File: config.mk
export PLATFORM = sky130hd
export DESIGN_NAME = multi_timer
export DESIGN_NICKNAME = d
export VERILOG_FILES = /design/src/rtl/multi_timer.sv
export SDC_FILE = /design/constraint.sdc
export NUM_CORES = 1
export LEC_CHECK = 0
export ABC_CLOCK_PERIOD_IN_PS = 4900
export CELL_PAD_IN_SITES_DETAIL_PLACEMENT = 1
export CELL_PAD_IN_SITES_GLOBAL_PLACEMENT = 1
export CORE_MARGIN = 3
export CORE_UTILIZATION = 46
export DETAILED_ROUTE_END_ITERATION = 12
export GPL_TIMING_DRIVEN = 0
export PLACE_DENSITY_LB_ADDON = 0.1
export SLEW_MARGIN = 20
export SYNTH_ARGS = -nofsm -noshare
export SYNTH_HDL_FRONTEND = slang
export SYNTH_SLANG_ARGS = --single-unit
File: constraint.sdc
create_clock -name clk -period 4.9 [get_ports clk]
set_input_delay 0.49 -clock clk [delete_from_list [all_inputs] [get_ports clk]]
set_output_delay 0.49 -clock clk [all_outputs]
set_load 0.005 [all_outputs]
File: src/rtl/multi_timer.sv
// rtl/multi_timer.sv - NCH-channel bus timer: prescaled free-run/periodic/one-shot counters with compare and overflow
// Input capture is built only when TIMER_CAPTURE_EN is defined.
module multi_timer #(
   parameter int NCH = 4,
   parameter int CW  = 32
) (
   input  logic           clk,
   input  logic           reset_n,
   input  logic [15:0]    data_write,
   output logic [15:0]    data_read,
   input  logic [7:0]     addr,
   input  logic           uds,
   input  logic           lds,
   input  logic           rw,
   output logic           ack,
   input  logic [NCH-1:0] cap_in,
   output logic [NCH-1:0] match,
   output logic           irq
);

   logic [CW-1:0]  cnt    [NCH];
   logic [CW-1:0]  cmp    [NCH];
   logic [15:0]    shadow [NCH];
   logic [1:0]     mode   [NCH];
   logic [4:0]     ps     [NCH];
   logic [NCH-1:0] en, ie_match, ie_ovf, ie_cap;
   logic [NCH-1:0] st_match, st_ovf, st_cap;
   logic [NCH-1:0] tick, eq, hit, chsel, cap_rise;
   logic [31:0]    pre;
   logic [15:0]    rdata;
   logic           strb, access, rd_acc, wr_acc;
   logic [2:0]     word;

`ifdef TIMER_CAPTURE_EN
   logic [CW-1:0]  cap [NCH];
   logic [NCH-1:0] cap_s1, cap_s2, cap_s3;
   logic           unused_bits;
   assign cap_rise    = cap_s2 & ~cap_s3;
   assign unused_bits = addr[0];
`else
   logic           unused_bits;
   assign cap_rise    = '0;
   assign ie_cap      = '0;
   assign st_cap      = '0;
   assign unused_bits = ^{cap_in, addr[0]};
`endif

   function automatic logic [15:0] lane_merge(input logic [15:0] old, input logic [15:0] d,
                                              input logic hi_ln, input logic lo_ln);
      logic [15:0] r;
      r = old;
      if (hi_ln) r[15:8] = d[15:8];
      if (lo_ln) r[7:0] = d[7:0];
      return r;
   endfunction

   function automatic logic [15:0] hi16(input logic [CW-1:0] v);
      logic [31:0] t;
      t = 32'(v);
      return t[31:16];
   endfunction

   function automatic logic [15:0] lo16(input logic [CW-1:0] v);
      logic [31:0] t;
      t = 32'(v);
      return t[15:0];
   endfunction

   // Bits above CW fall off here, which is what makes upper-word writes ignored on narrow counters.
   function automatic logic [CW-1:0] wr16(input logic [CW-1:0] v, input logic upper,
                                          input logic [15:0] d, input logic hi_ln, input logic lo_ln);
      logic [31:0] t;
      t = 32'(v);
      if (upper) t[31:16] = lane_merge(t[31:16], d, hi_ln, lo_ln);
      else       t[15:0]  = lane_merge(t[15:0], d, hi_ln, lo_ln);
      return t[CW-1:0];
   endfunction

   // ack doubles as the registered strobe, so an access is the first strobed clk after an idle one.
   assign strb   = uds | lds;
   assign access = strb & ~ack;
   assign rd_acc = access & rw;
   assign wr_acc = access & ~rw;
   assign word   = addr[3:1];

   always_comb begin
      logic [31:0] mask;
      mask = '0;
      for (int i = 0; i < NCH; i++) begin
         mask     = (32'd1 << ps[i]) - 32'd1;
         tick[i]  = en[i] && ((pre & mask) == mask);
         eq[i]    = (cnt[i] == cmp[i]);
         hit[i]   = tick[i] & eq[i];
         chsel[i] = (addr[7:4] == 4'(i));
      end
   end

   always_comb begin
      rdata = '0;
      for (int i = 0; i < NCH; i++) begin
         if (chsel[i]) begin
            case (word)
               3'd0:    rdata = hi16(cnt[i]);
               3'd1:    rdata = shadow[i];
               3'd2:    rdata = hi16(cmp[i]);
               3'd3:    rdata = lo16(cmp[i]);
               3'd4:    rdata = {5'd0, ie_cap[i], ie_ovf[i], ie_match[i], ps[i], mode[i], en[i]};
               3'd5:    rdata = {13'd0, st_cap[i], st_ovf[i], st_match[i]};
`ifdef TIMER_CAPTURE_EN
               3'd6:    rdata = hi16(cap[i]);
               3'd7:    rdata = lo16(cap[i]);
`endif
               default: rdata = '0;
            endcase
         end
      end
   end

   assign irq = |((st_match & ie_match) | (st_ovf & ie_ovf) | (st_cap & ie_cap));

   always_ff @(posedge clk or negedge reset_n) begin
      if (!reset_n) begin
         pre       <= '0;
         ack       <= 1'b0;
         data_read <= '0;
         match     <= '0;
         en        <= '0;
         ie_match  <= '0;
         ie_ovf    <= '0;
         st_match  <= '0;
         st_ovf    <= '0;
         for (int i = 0; i < NCH; i++) begin
            cnt[i]    <= '0;
            cmp[i]    <= '0;
            shadow[i] <= '0;
            mode[i]   <= '0;
            ps[i]     <= '0;
         end
`ifdef TIMER_CAPTURE_EN
         ie_cap <= '0;
         st_cap <= '0;
         cap_s1 <= '0;
         cap_s2 <= '0;
         cap_s3 <= '0;
         for (int i = 0; i < NCH; i++) cap[i] <= '0;
`endif
      end else begin
         pre   <= pre + 32'd1;
         ack   <= strb;
         match <= hit;
         if (rd_acc) data_read <= rdata;
`ifdef TIMER_CAPTURE_EN
         cap_s1 <= cap_in;
         cap_s2 <= cap_s1;
         cap_s3 <= cap_s2;
`endif
         for (int i = 0; i < NCH; i++) begin
            if (rd_acc && chsel[i] && word == 3'd0) shadow[i] <= lo16(cnt[i]);

            // W1C first so a same-clk hardware set below wins.
            if (wr_acc && chsel[i] && word == 3'd5 && lds) begin
               if (data_write[0]) st_match[i] <= 1'b0;
               if (data_write[1]) st_ovf[i]   <= 1'b0;
`ifdef TIMER_CAPTURE_EN
               if (data_write[2]) st_cap[i]   <= 1'b0;
`endif
            end

`ifdef TIMER_CAPTURE_EN
            if (cap_rise[i]) begin
               cap[i]    <= cnt[i];
               st_cap[i] <= 1'b1;
            end
`endif

            if (tick[i]) begin
               if (eq[i]) st_match[i] <= 1'b1;
               if (eq[i] && mode[i] != 2'b00) begin
                  cnt[i] <= '0;
                  if (mode[i] == 2'b10) en[i] <= 1'b0;
               end else begin
                  cnt[i] <= cnt[i] + CW'(1);
                  if (&cnt[i]) st_ovf[i] <= 1'b1;
               end
            end

            // Bus writes come last so they override the tick update on the same clk.
            if (wr_acc && chsel[i]) begin
               case (word)
                  3'd0: cnt[i] <= wr16(cnt[i], 1'b1, data_write, uds, lds);
                  3'd1: cnt[i] <= wr16(cnt[i], 1'b0, data_write, uds, lds);
                  3'd2: cmp[i] <= wr16(cmp[i], 1'b1, data_write, uds, lds);
                  3'd3: cmp[i] <= wr16(cmp[i], 1'b0, data_write, uds, lds);
                  3'd4: begin
                     if (lds) begin
                        en[i]   <= data_write[0];
                        mode[i] <= data_write[2:1];
                        ps[i]   <= data_write[7:3];
                     end
                     if (uds) begin
                        ie_match[i] <= data_write[8];
                        ie_ovf[i]   <= data_write[9];
`ifdef TIMER_CAPTURE_EN
                        ie_cap[i]   <= data_write[10];
`endif
                     end
                  end
                  default: ;
               endcase
            end
         end
      end
   end

endmodule

==> impl_metrics.xml, run 1 <==
<?xml version="1.0" encoding="UTF-8"?>
<metrics>
  <group name="grt">
    <metric name="gr-total-overflow" unit="">0</metric>
    <metric name="grt_pass1_wl" unit="um">200000</metric>
    <metric name="first_global_vias" unit="">28100</metric>
    <metric name="grt_antenna_before_repair" unit="">7</metric>
    <metric name="maximum_number_of_pins_on_one_net_before_global_route_repair" unit="">99</metric>
    <metric name="grt_util_all_layers" unit="%">45.0</metric>
  </group>
  <group name="placement">
    <metric name="detailedPlace.worstSlack" unit="ns">-0.960</metric>
    <metric name="place_area" unit="um2">28300</metric>
    <metric name="post-dp-hpwl" unit="um">103000</metric>
    <metric name="placedCellCount" unit="">3828</metric>
    <metric name="port-buffer-count" unit="">42</metric>
    <metric name="gp_congestion" unit="">1.05</metric>
  </group>
  <group name="route">
    <metric name="number_of_antenna_violating_nets_in_the_routed_design" unit="">0</metric>
    <metric name="wirelength" unit="um">139000</metric>
    <metric name="drcViolationCount" unit="">0</metric>
    <metric name="detailedRoute.firstIterationViolations" unit="">3557</metric>
    <metric name="wl_per_cell" unit="um">35.3</metric>
    <metric name="drt-vias-per-instance" unit="">7.22</metric>
    <metric name="via_count" unit="">28400</metric>
    <metric name="drt_first_pass_iters" unit="">8</metric>
  </group>
  <group name="hold_path">
    <metric name="holdCritPathClass" unit="">in2async</metric>
  </group>
  <group name="sta">
    <metric name="rsz0062_at_grt" unit="">no</metric>
    <metric name="period_share" unit="%">98.0</metric>
    <metric name="final_setup_skew" unit="ns">0.0375</metric>
    <metric name="layout_min_cycle_time" unit="ns">4.80</metric>
    <metric name="worst-slew-pin-transition" unit="ns">1.29</metric>
    <metric name="setup-violations-final" unit="">0</metric>
    <metric name="fin_setup_tns" unit="ns">0</metric>
    <metric name="setup_ws" unit="ns">0.0964</metric>
    <metric name="final_hold_viol_count" unit="">0</metric>
    <metric name="slew_headroom" unit="%">13.9</metric>
    <metric name="worst_hold_margin" unit="ns">0.429</metric>
    <metric name="slew_violations" unit="">0</metric>
    <metric name="fmax" unit="MHz">208</metric>
  </group>
  <group name="power_and_ir_drop">
    <metric name="ir_worst_vdd" unit="mV">0.316</metric>
    <metric name="power.static_leakage" unit="nW">12.2</metric>
    <metric name="post-layout-total-power" unit="mW">8.54</metric>
    <metric name="power_density" unit="nW/um2">282</metric>
  </group>
  <group name="yosys">
    <metric name="synthesis.instances" unit="">3024</metric>
    <metric name="yosysWarningCount" unit="">0</metric>
    <metric name="netlist_area" unit="um2">26800</metric>
    <metric name="synth_area_leader_cell" unit="">sky130_fd_sc_hd__dfrtp_1</metric>
    <metric name="post-synth-top-area-fraction" unit="%">39.2</metric>
    <metric name="number_of_enable_type_register_cells_in_the_synthesized_netlist" unit="">0</metric>
    <metric name="asyncSetResetFlopFracSynth" unit="%">100</metric>
    <metric name="avgSynthCellArea" unit="um2">8.86</metric>
    <metric name="synth.lib_cells_used.distinct" unit="">83</metric>
    <metric name="synthesis.nets" unit="">3066</metric>
    <metric name="synth.ff_latch_count" unit="">420</metric>
    <metric name="netlist_top_cells_area" unit="">sky130_fd_sc_hd__dfrtp_1 39%, sky130_fd_sc_hd__mux2_2 8.4%, sky130_fd_sc_hd__xnor2_1 5.0%</metric>
    <metric name="ys.flop_type" unit="">sky130_fd_sc_hd__dfrtp_1</metric>
    <metric name="synth.yosys.seq_area_share" unit="%">39.2</metric>
  </group>
  <group name="job">
    <metric name="drv.max_cap_violation_count" unit="">0</metric>
  </group>
  <group name="clocking">
    <metric name="tritoncts" unit="">built</metric>
    <metric name="htree_levels" unit="">2</metric>
    <metric name="clkSlewWorstSetupHoldPaths" unit="ns">0.06</metric>
    <metric name="clock_sinks" unit="">420</metric>
    <metric name="cts_max_path_buffers" unit="">3</metric>
    <metric name="cts-buffers-inserted" unit="">50</metric>
    <metric name="insertion_delay_to_the_later_sink_of_the_worst_skew_pair" unit="ns">0.63</metric>
    <metric name="root_buffer" unit="">sky130_fd_sc_hd__clkbuf_16</metric>
  </group>
  <group name="die">
    <metric name="number_of_placed_i_o_pins" unit="">55</metric>
    <metric name="fp.dieH" unit="um">247</metric>
    <metric name="initial_utilization" unit="%">47.0</metric>
    <metric name="core.rowCount" unit="">87</metric>
    <metric name="coreArea" unit="um2">57000</metric>
    <metric name="die_width" unit="um">247</metric>
    <metric name="design.die.area" unit="um2">61200</metric>
  </group>
  <group name="critical_path">
    <metric name="critical_path.startpoint_type" unit="">input pin</metric>
    <metric name="cp_cell_sequence" unit="">clkdlybuf4s50_1, clkbuf_1, or3_1, clkbuf_1, o21ai_2, nor2_2, clkbuf_2, nand2_1, a21oi_1, a21o_1</metric>
    <metric name="crit_top_cell" unit="">sky130_fd_sc_hd__clkbuf_1</metric>
    <metric name="critical_path_buf_inv_count" unit="">4</metric>
    <metric name="crit_fanout" unit="">10</metric>
    <metric name="cpLargestDelayFamily" unit="">buffers and inverters</metric>
    <metric name="category_of_the_most_critical_setup_path" unit="">in2reg</metric>
    <metric name="worst_ep_arrival_time" unit="ns">5.36</metric>
    <metric name="rrSetupSlack" unit="ns">0.15</metric>
    <metric name="crit_required" unit="ns">5.46</metric>
    <metric name="cpMaxStageDelayCell" unit="">sky130_fd_sc_hd__nor2_2</metric>
    <metric name="timing.critical_path.to_type" unit="">flip-flop</metric>
    <metric name="slowest_delay" unit="ns">0.95</metric>
  </group>
  <group name="finish">
    <metric name="utilization" unit="%">53.0</metric>
    <metric name="final-instance-count-excl-fill" unit="">3930</metric>
    <metric name="final_area" unit="um2">30200</metric>
    <metric name="post_route_cells_drive_above_1_share" unit="%">12.8</metric>
    <metric name="areaGrowthSynthToFinish" unit="%">12.9</metric>
    <metric name="nNetsFinal" unit="">3170</metric>
    <metric name="num-fill-cells" unit="">6651</metric>
  </group>
  <group name="status">
    <metric name="status" unit="">completed</metric>
  </group>
</metrics>
[worst register-to-register path: cells and delay by family, from the launching register on]
kind / cells / cell delay [ns]
AO/OA/AOI/OAI: 4 / 1.18
adder cells (fa/ha/maj): 1 / 0.29
buffers and inverters: 4 / 1.39
flip-flops: 1 / 0.53
AND/OR/NAND/NOR: 6 / 1.20
[sequential cells by signal, summed over array words and instances (netlist names)]
name	flops
cmp	128
cnt	128
shadow	64
pre	31
ps	20
data_read	16
mode	8
en	4
ie_match	4
ie_ovf	4
match	4
st_match	4
st_ovf	4
ack	1
[metal layers]
layer	routed length, um	vias to the layer above	track usage (%)
li1	-	11400	-
met1	53700	14400	58.8
met2	57300	2001	64.6
met3	16900	553	14.2
met4	10800	8	28.2
met5	56	-	0
[cells by family (layout without fill, tap and decap cells)]
kind of cell / count (synthesis) / after routing / share of synthesized area, %
and+or+nand+nor: 975 / 975 / 18.0
AOI/OAI and AO/OA: 880 / 880 / 21.8
DFF: 420 / 420 / 39.2
buffers and inverters: 319 / 463 / 4.56
muxes: 244 / 244 / 10.2
xor gates and xnor gates: 177 / 177 / 5.79
adders and majority gates: 9 / 9 / 0.420
other: 0 / 6 / 0
[placed cells by master, fill, tap and decap left out, types with 21 or more instances in the layout]
master,count
sky130_fd_sc_hd__mux2i_1,41
sky130_fd_sc_hd__xor2_1,24
sky130_fd_sc_hd__inv_1,64
sky130_fd_sc_hd__nand2_1,247
sky130_fd_sc_hd__dfrtp_1,420
sky130_fd_sc_hd__or3_1,23
sky130_fd_sc_hd__o211ai_1,21
sky130_fd_sc_hd__and2_1,21
sky130_fd_sc_hd__nand2b_1,21
sky130_fd_sc_hd__a22oi_1,111
sky130_fd_sc_hd__mux2_2,199
sky130_fd_sc_hd__o31ai_1,25
sky130_fd_sc_hd__nand4_1,74
sky130_fd_sc_hd__nor3_1,56
sky130_fd_sc_hd__a21o_1,21
sky130_fd_sc_hd__clkdlybuf4s50_1,41
sky130_fd_sc_hd__nor4_1,39
sky130_fd_sc_hd__a31oi_1,25
sky130_fd_sc_hd__clkbuf_16,52
sky130_fd_sc_hd__xnor2_1,153
sky130_fd_sc_hd__clkbuf_1,201
sky130_fd_sc_hd__o21ai_0,204
sky130_fd_sc_hd__and3_1,54
sky130_fd_sc_hd__a211oi_1,22
sky130_fd_sc_hd__clkbuf_2,27
sky130_fd_sc_hd__nor2_1,229
sky130_fd_sc_hd__nand3_1,112
sky130_fd_sc_hd__a21oi_1,184
sky130_fd_sc_hd__buf_2,21
sky130_fd_sc_hd__o22ai_1,52
[cells in the mapped netlist, types with 43 or more instances]
cell,count
sky130_fd_sc_hd__a22oi_1,111
sky130_fd_sc_hd__o21ai_0,205
sky130_fd_sc_hd__a21oi_1,186
sky130_fd_sc_hd__dfrtp_1,420
sky130_fd_sc_hd__inv_1,64
sky130_fd_sc_hd__nand3_1,112
sky130_fd_sc_hd__and3_1,54
sky130_fd_sc_hd__nand4_1,74
sky130_fd_sc_hd__clkbuf_1,223
sky130_fd_sc_hd__mux2_2,199
sky130_fd_sc_hd__nor4_1,43
sky130_fd_sc_hd__xnor2_1,153
sky130_fd_sc_hd__o22ai_1,52
sky130_fd_sc_hd__nand2_1,247
sky130_fd_sc_hd__nor2_1,237
sky130_fd_sc_hd__nor3_1,59
[timing repair]
action	CTS	global route
endpoints found under the setup margin	129	124
gates cloned	0	0
endpoints found under the hold margin	60	0
hold buffers	1	0
pin swaps	1	4
setup buffers	1	4
resized for setup	25	34
[path summary, 6_finish.rpt]
| kind | start | end | cells after the start |
|---|---|---|---|
| max in group asynchronous | reset_n | cnt[125] | 4 |
| worst max-delay path | addr[1] | cnt[46] | 10 |
| worst max register to register | ps[4] | cnt[17] | 15 |
| worst min-delay path | reset_n | pre[25] | 2 |
| min in group clk | data_read[5] | data_read[5] | 1 |
| worst min register to register | data_read[5] | data_read[5] | 1 |
[where the power goes]
| group | internal [mW] | total [mW] | switching, mW |
|---|---|---|---|
| clock network | 2.32 | 4.01 | 1.69 |
| logic | 0.237 | 0.865 | 0.628 |
| registers | 3.54 | 3.66 | 0.121 |
[area by class of cell]
cell class / instances / area [um2] / area share, %
Antenna cell: 6 / 15.0 / 0.0497
Tap cell: 756 / 946 / 3.13
Inverter: 64 / 240 / 0.795
Timing Repair Buffer: 54 / 603 / 1.99
Clock buffer: 70 / 1480 / 4.89
Buffer: 253 / 1020 / 3.36
Sequential cell: 420 / 10500 / 34.8
Clock inverter: 22 / 245 / 0.811
Multi-Input combinational cell: 2285 / 15200 / 50.2
Note: power is estimated with default switching activity, not from simulation.
==> inputs of run 2 (changes only) <==
Settings changed: CORE_ASPECT_RATIO set to 1.25, CORE_UTILIZATION 46 to 33, HOLD_SLACK_MARGIN set to 0.1.
==> impl_metrics.xml, run 2 (synthesis gave the netlist of run 1 again) <==
<?xml version="1.0" encoding="UTF-8"?>
<metrics>
  <group name="die">
    <metric name="fp.dieH" unit="um">325</metric>
    <metric name="die_width" unit="um">261</metric>
    <metric name="number_of_placed_i_o_pins" unit="">55</metric>
    <metric name="core.rowCount" unit="">116</metric>
    <metric name="design.die.area" unit="um2">84600</metric>
    <metric name="initial_utilization" unit="%">33.4</metric>
    <metric name="coreArea" unit="um2">80300</metric>
  </group>
  <group name="sta">
    <metric name="final_setup_skew" unit="ns">0.0399</metric>
    <metric name="final_hold_viol_count" unit="">0</metric>
    <metric name="slew_violations" unit="">0</metric>
    <metric name="setup_ws" unit="ns">0.120</metric>
    <metric name="fmax" unit="MHz">209</metric>
    <metric name="worst-slew-pin-transition" unit="ns">1.26</metric>
    <metric name="layout_min_cycle_time" unit="ns">4.78</metric>
    <metric name="slew_headroom" unit="%">15.4</metric>
    <metric name="setup-violations-final" unit="">0</metric>
    <metric name="period_share" unit="%">97.5</metric>
    <metric name="fin_setup_tns" unit="ns">0</metric>
  </group>
  <group name="grt">
    <metric name="maximum_number_of_pins_on_one_net_before_global_route_repair" unit="">89</metric>
    <metric name="gr-total-overflow" unit="">0</metric>
    <metric name="grt_util_all_layers" unit="%">35.0</metric>
    <metric name="first_global_vias" unit="">27800</metric>
    <metric name="grt_antenna_before_repair" unit="">10</metric>
    <metric name="grt_pass1_wl" unit="um">213000</metric>
  </group>
  <group name="route">
    <metric name="via_count" unit="">27300</metric>
    <metric name="detailedRoute.firstIterationViolations" unit="">2405</metric>
    <metric name="drt-vias-per-instance" unit="">6.44</metric>
    <metric name="number_of_antenna_violating_nets_in_the_routed_design" unit="">0</metric>
    <metric name="wl_per_cell" unit="um">35.6</metric>
    <metric name="drt_first_pass_iters" unit="">6</metric>
    <metric name="drcViolationCount" unit="">0</metric>
    <metric name="wirelength" unit="um">151000</metric>
  </group>
  <group name="critical_path">
    <metric name="slowest_delay" unit="ns">0.60</metric>
    <metric name="cp_cell_sequence" unit="">nor4_4, nand2_1, ha_1, buf_2, clkbuf_1, nand3_1, o31ai_1, a2111o_1, or4_1, or4_1, buf_2, o31a_1, clkbuf_2, o211ai_1, o21ai_1</metric>
    <metric name="critical_path.startpoint_type" unit="">flip-flop</metric>
    <metric name="cpMaxStageDelayCell" unit="">sky130_fd_sc_hd__or4_1</metric>
    <metric name="worst_ep_arrival_time" unit="ns">5.30</metric>
    <metric name="crit_fanout" unit="">10</metric>
    <metric name="crit_required" unit="ns">5.42</metric>
    <metric name="critical_path_buf_inv_count" unit="">4</metric>
    <metric name="timing.critical_path.to_type" unit="">flip-flop</metric>
    <metric name="cpLargestDelayFamily" unit="">simple AND/OR/NAND/NOR gates</metric>
    <metric name="category_of_the_most_critical_setup_path" unit="">reg2reg</metric>
  </group>
  <group name="finish">
    <metric name="utilization" unit="%">38.4</metric>
    <metric name="layout_commonest_cell" unit="">sky130_fd_sc_hd__dfrtp_1</metric>
    <metric name="areaGrowthSynthToFinish" unit="%">15.1</metric>
    <metric name="nNetsFinal" unit="">3176</metric>
    <metric name="num-fill-cells" unit="">9317</metric>
    <metric name="layout_common_cells" unit="">419 x sky130_fd_sc_hd__dfrtp_1, 247 x sky130_fd_sc_hd__nand2_1, 225 x sky130_fd_sc_hd__nor2_1</metric>
    <metric name="post_route_cells_drive_above_1_share" unit="%">13.6</metric>
    <metric name="reg_top3" unit="">cmp: 128 flops, cnt: 128 flops, shadow: 64 flops</metric>
  </group>
  <group name="clocking">
    <metric name="cts-buffers-inserted" unit="">53</metric>
    <metric name="insertion_delay_to_the_later_sink_of_the_worst_skew_pair" unit="ns">0.66</metric>
    <metric name="root_buffer" unit="">sky130_fd_sc_hd__clkbuf_16</metric>
    <metric name="cts_max_path_buffers" unit="">3</metric>
    <metric name="htree_levels" unit="">2</metric>
    <metric name="tritoncts" unit="">built</metric>
    <metric name="clock_sinks" unit="">420</metric>
    <metric name="clkSlewWorstSetupHoldPaths" unit="ns">0.06</metric>
  </group>
  <group name="placement">
    <metric name="detailedPlace.worstSlack" unit="ns">-1.94</metric>
    <metric name="post-dp-hpwl" unit="um">113000</metric>
    <metric name="gp_congestion" unit="">1.02</metric>
    <metric name="port-buffer-count" unit="">42</metric>
  </group>
  <group name="power_and_ir_drop">
    <metric name="ir_worst_vdd" unit="mV">0.314</metric>
    <metric name="power_density" unit="nW/um2">285</metric>
    <metric name="power.static_leakage" unit="nW">12.3</metric>
  </group>
  <group name="status">
    <metric name="status" unit="">completed</metric>
  </group>
  <group name="job">
    <metric name="drv.max_cap_violation_count" unit="">0</metric>
  </group>
  <group name="hold_path">
    <metric name="holdCritPathClass" unit="">in2async</metric>
  </group>
</metrics>
run 2: repair_timing:
action,CTS,global route
hold endpoints to repair,85,0
cloned,0,0
endpoints found under the setup margin,105,114
gates resized for setup,37,35
hold buffers,1,0
pin swaps,3,5
setup buffers,4,2
run 2: worst paths after layout:
check                      slack [ns]    startpoint  cells after the start      endpoint
setup / recovery                 0.12        ps[16]                     15      cnt[101]
hold / removal                   0.49       reset_n                      2       pre[23]
setup reg to reg                 0.12        ps[16]                     15      cnt[101]
hold reg to reg                  0.49  data_read[1]                      2  data_read[1]
max in group asynchronous        2.97       reset_n                      4      cnt[107]
min in group clk                 0.49  data_read[1]                      2  data_read[1]
run 2: area by class of cell:
type	instances	area, um2	area share [%]
repair buffers	58	656	2.13
multi-input cells	2285	15200	49.3
clock inverters	24	318	1.03
inverters	64	244	0.791
clock buffers	75	1520	4.93
flip-flops and latches	420	10500	34.1
plain buffers	252	1040	3.36
well taps	1062	1330	4.31
diodes	5	12.5	0.0406
run 2: stage by stage:
stage	hold slack (ns)	area (um2)	std cells	power [mW]
2_1_floorplan	0.194	26800	3024	4.06
3_3_place_gp	0.471	28500	4128	4.56
3_5_place_dp	0.487	28800	4137	4.58
4_1_cts	0.471	30700	4239	8.80
5_1_grt	0.518	30800	4240	9.00
6_report	0.488	30800	4245	8.79
run 2: metal layers:
layer | global-route usage, % | vias to the layer above | share of wire [%]
met1 | 43.2 | 14200 | 39
met4 | 22.2 | 4 | 7.8
met2 | 57.1 | 1269 | 47
met5 | 0 | - | 0.018
met3 | 5.23 | 387 | 6.2
li1 | - | 11400 | -
run 2: report_power, final:
group          internal, mW  leakage (nW)  switching, mW
logic                 0.240          5.77          0.632
clock network          2.48         0.893           1.77
registers              3.54          5.61          0.129
total                  6.27          12.3           2.53
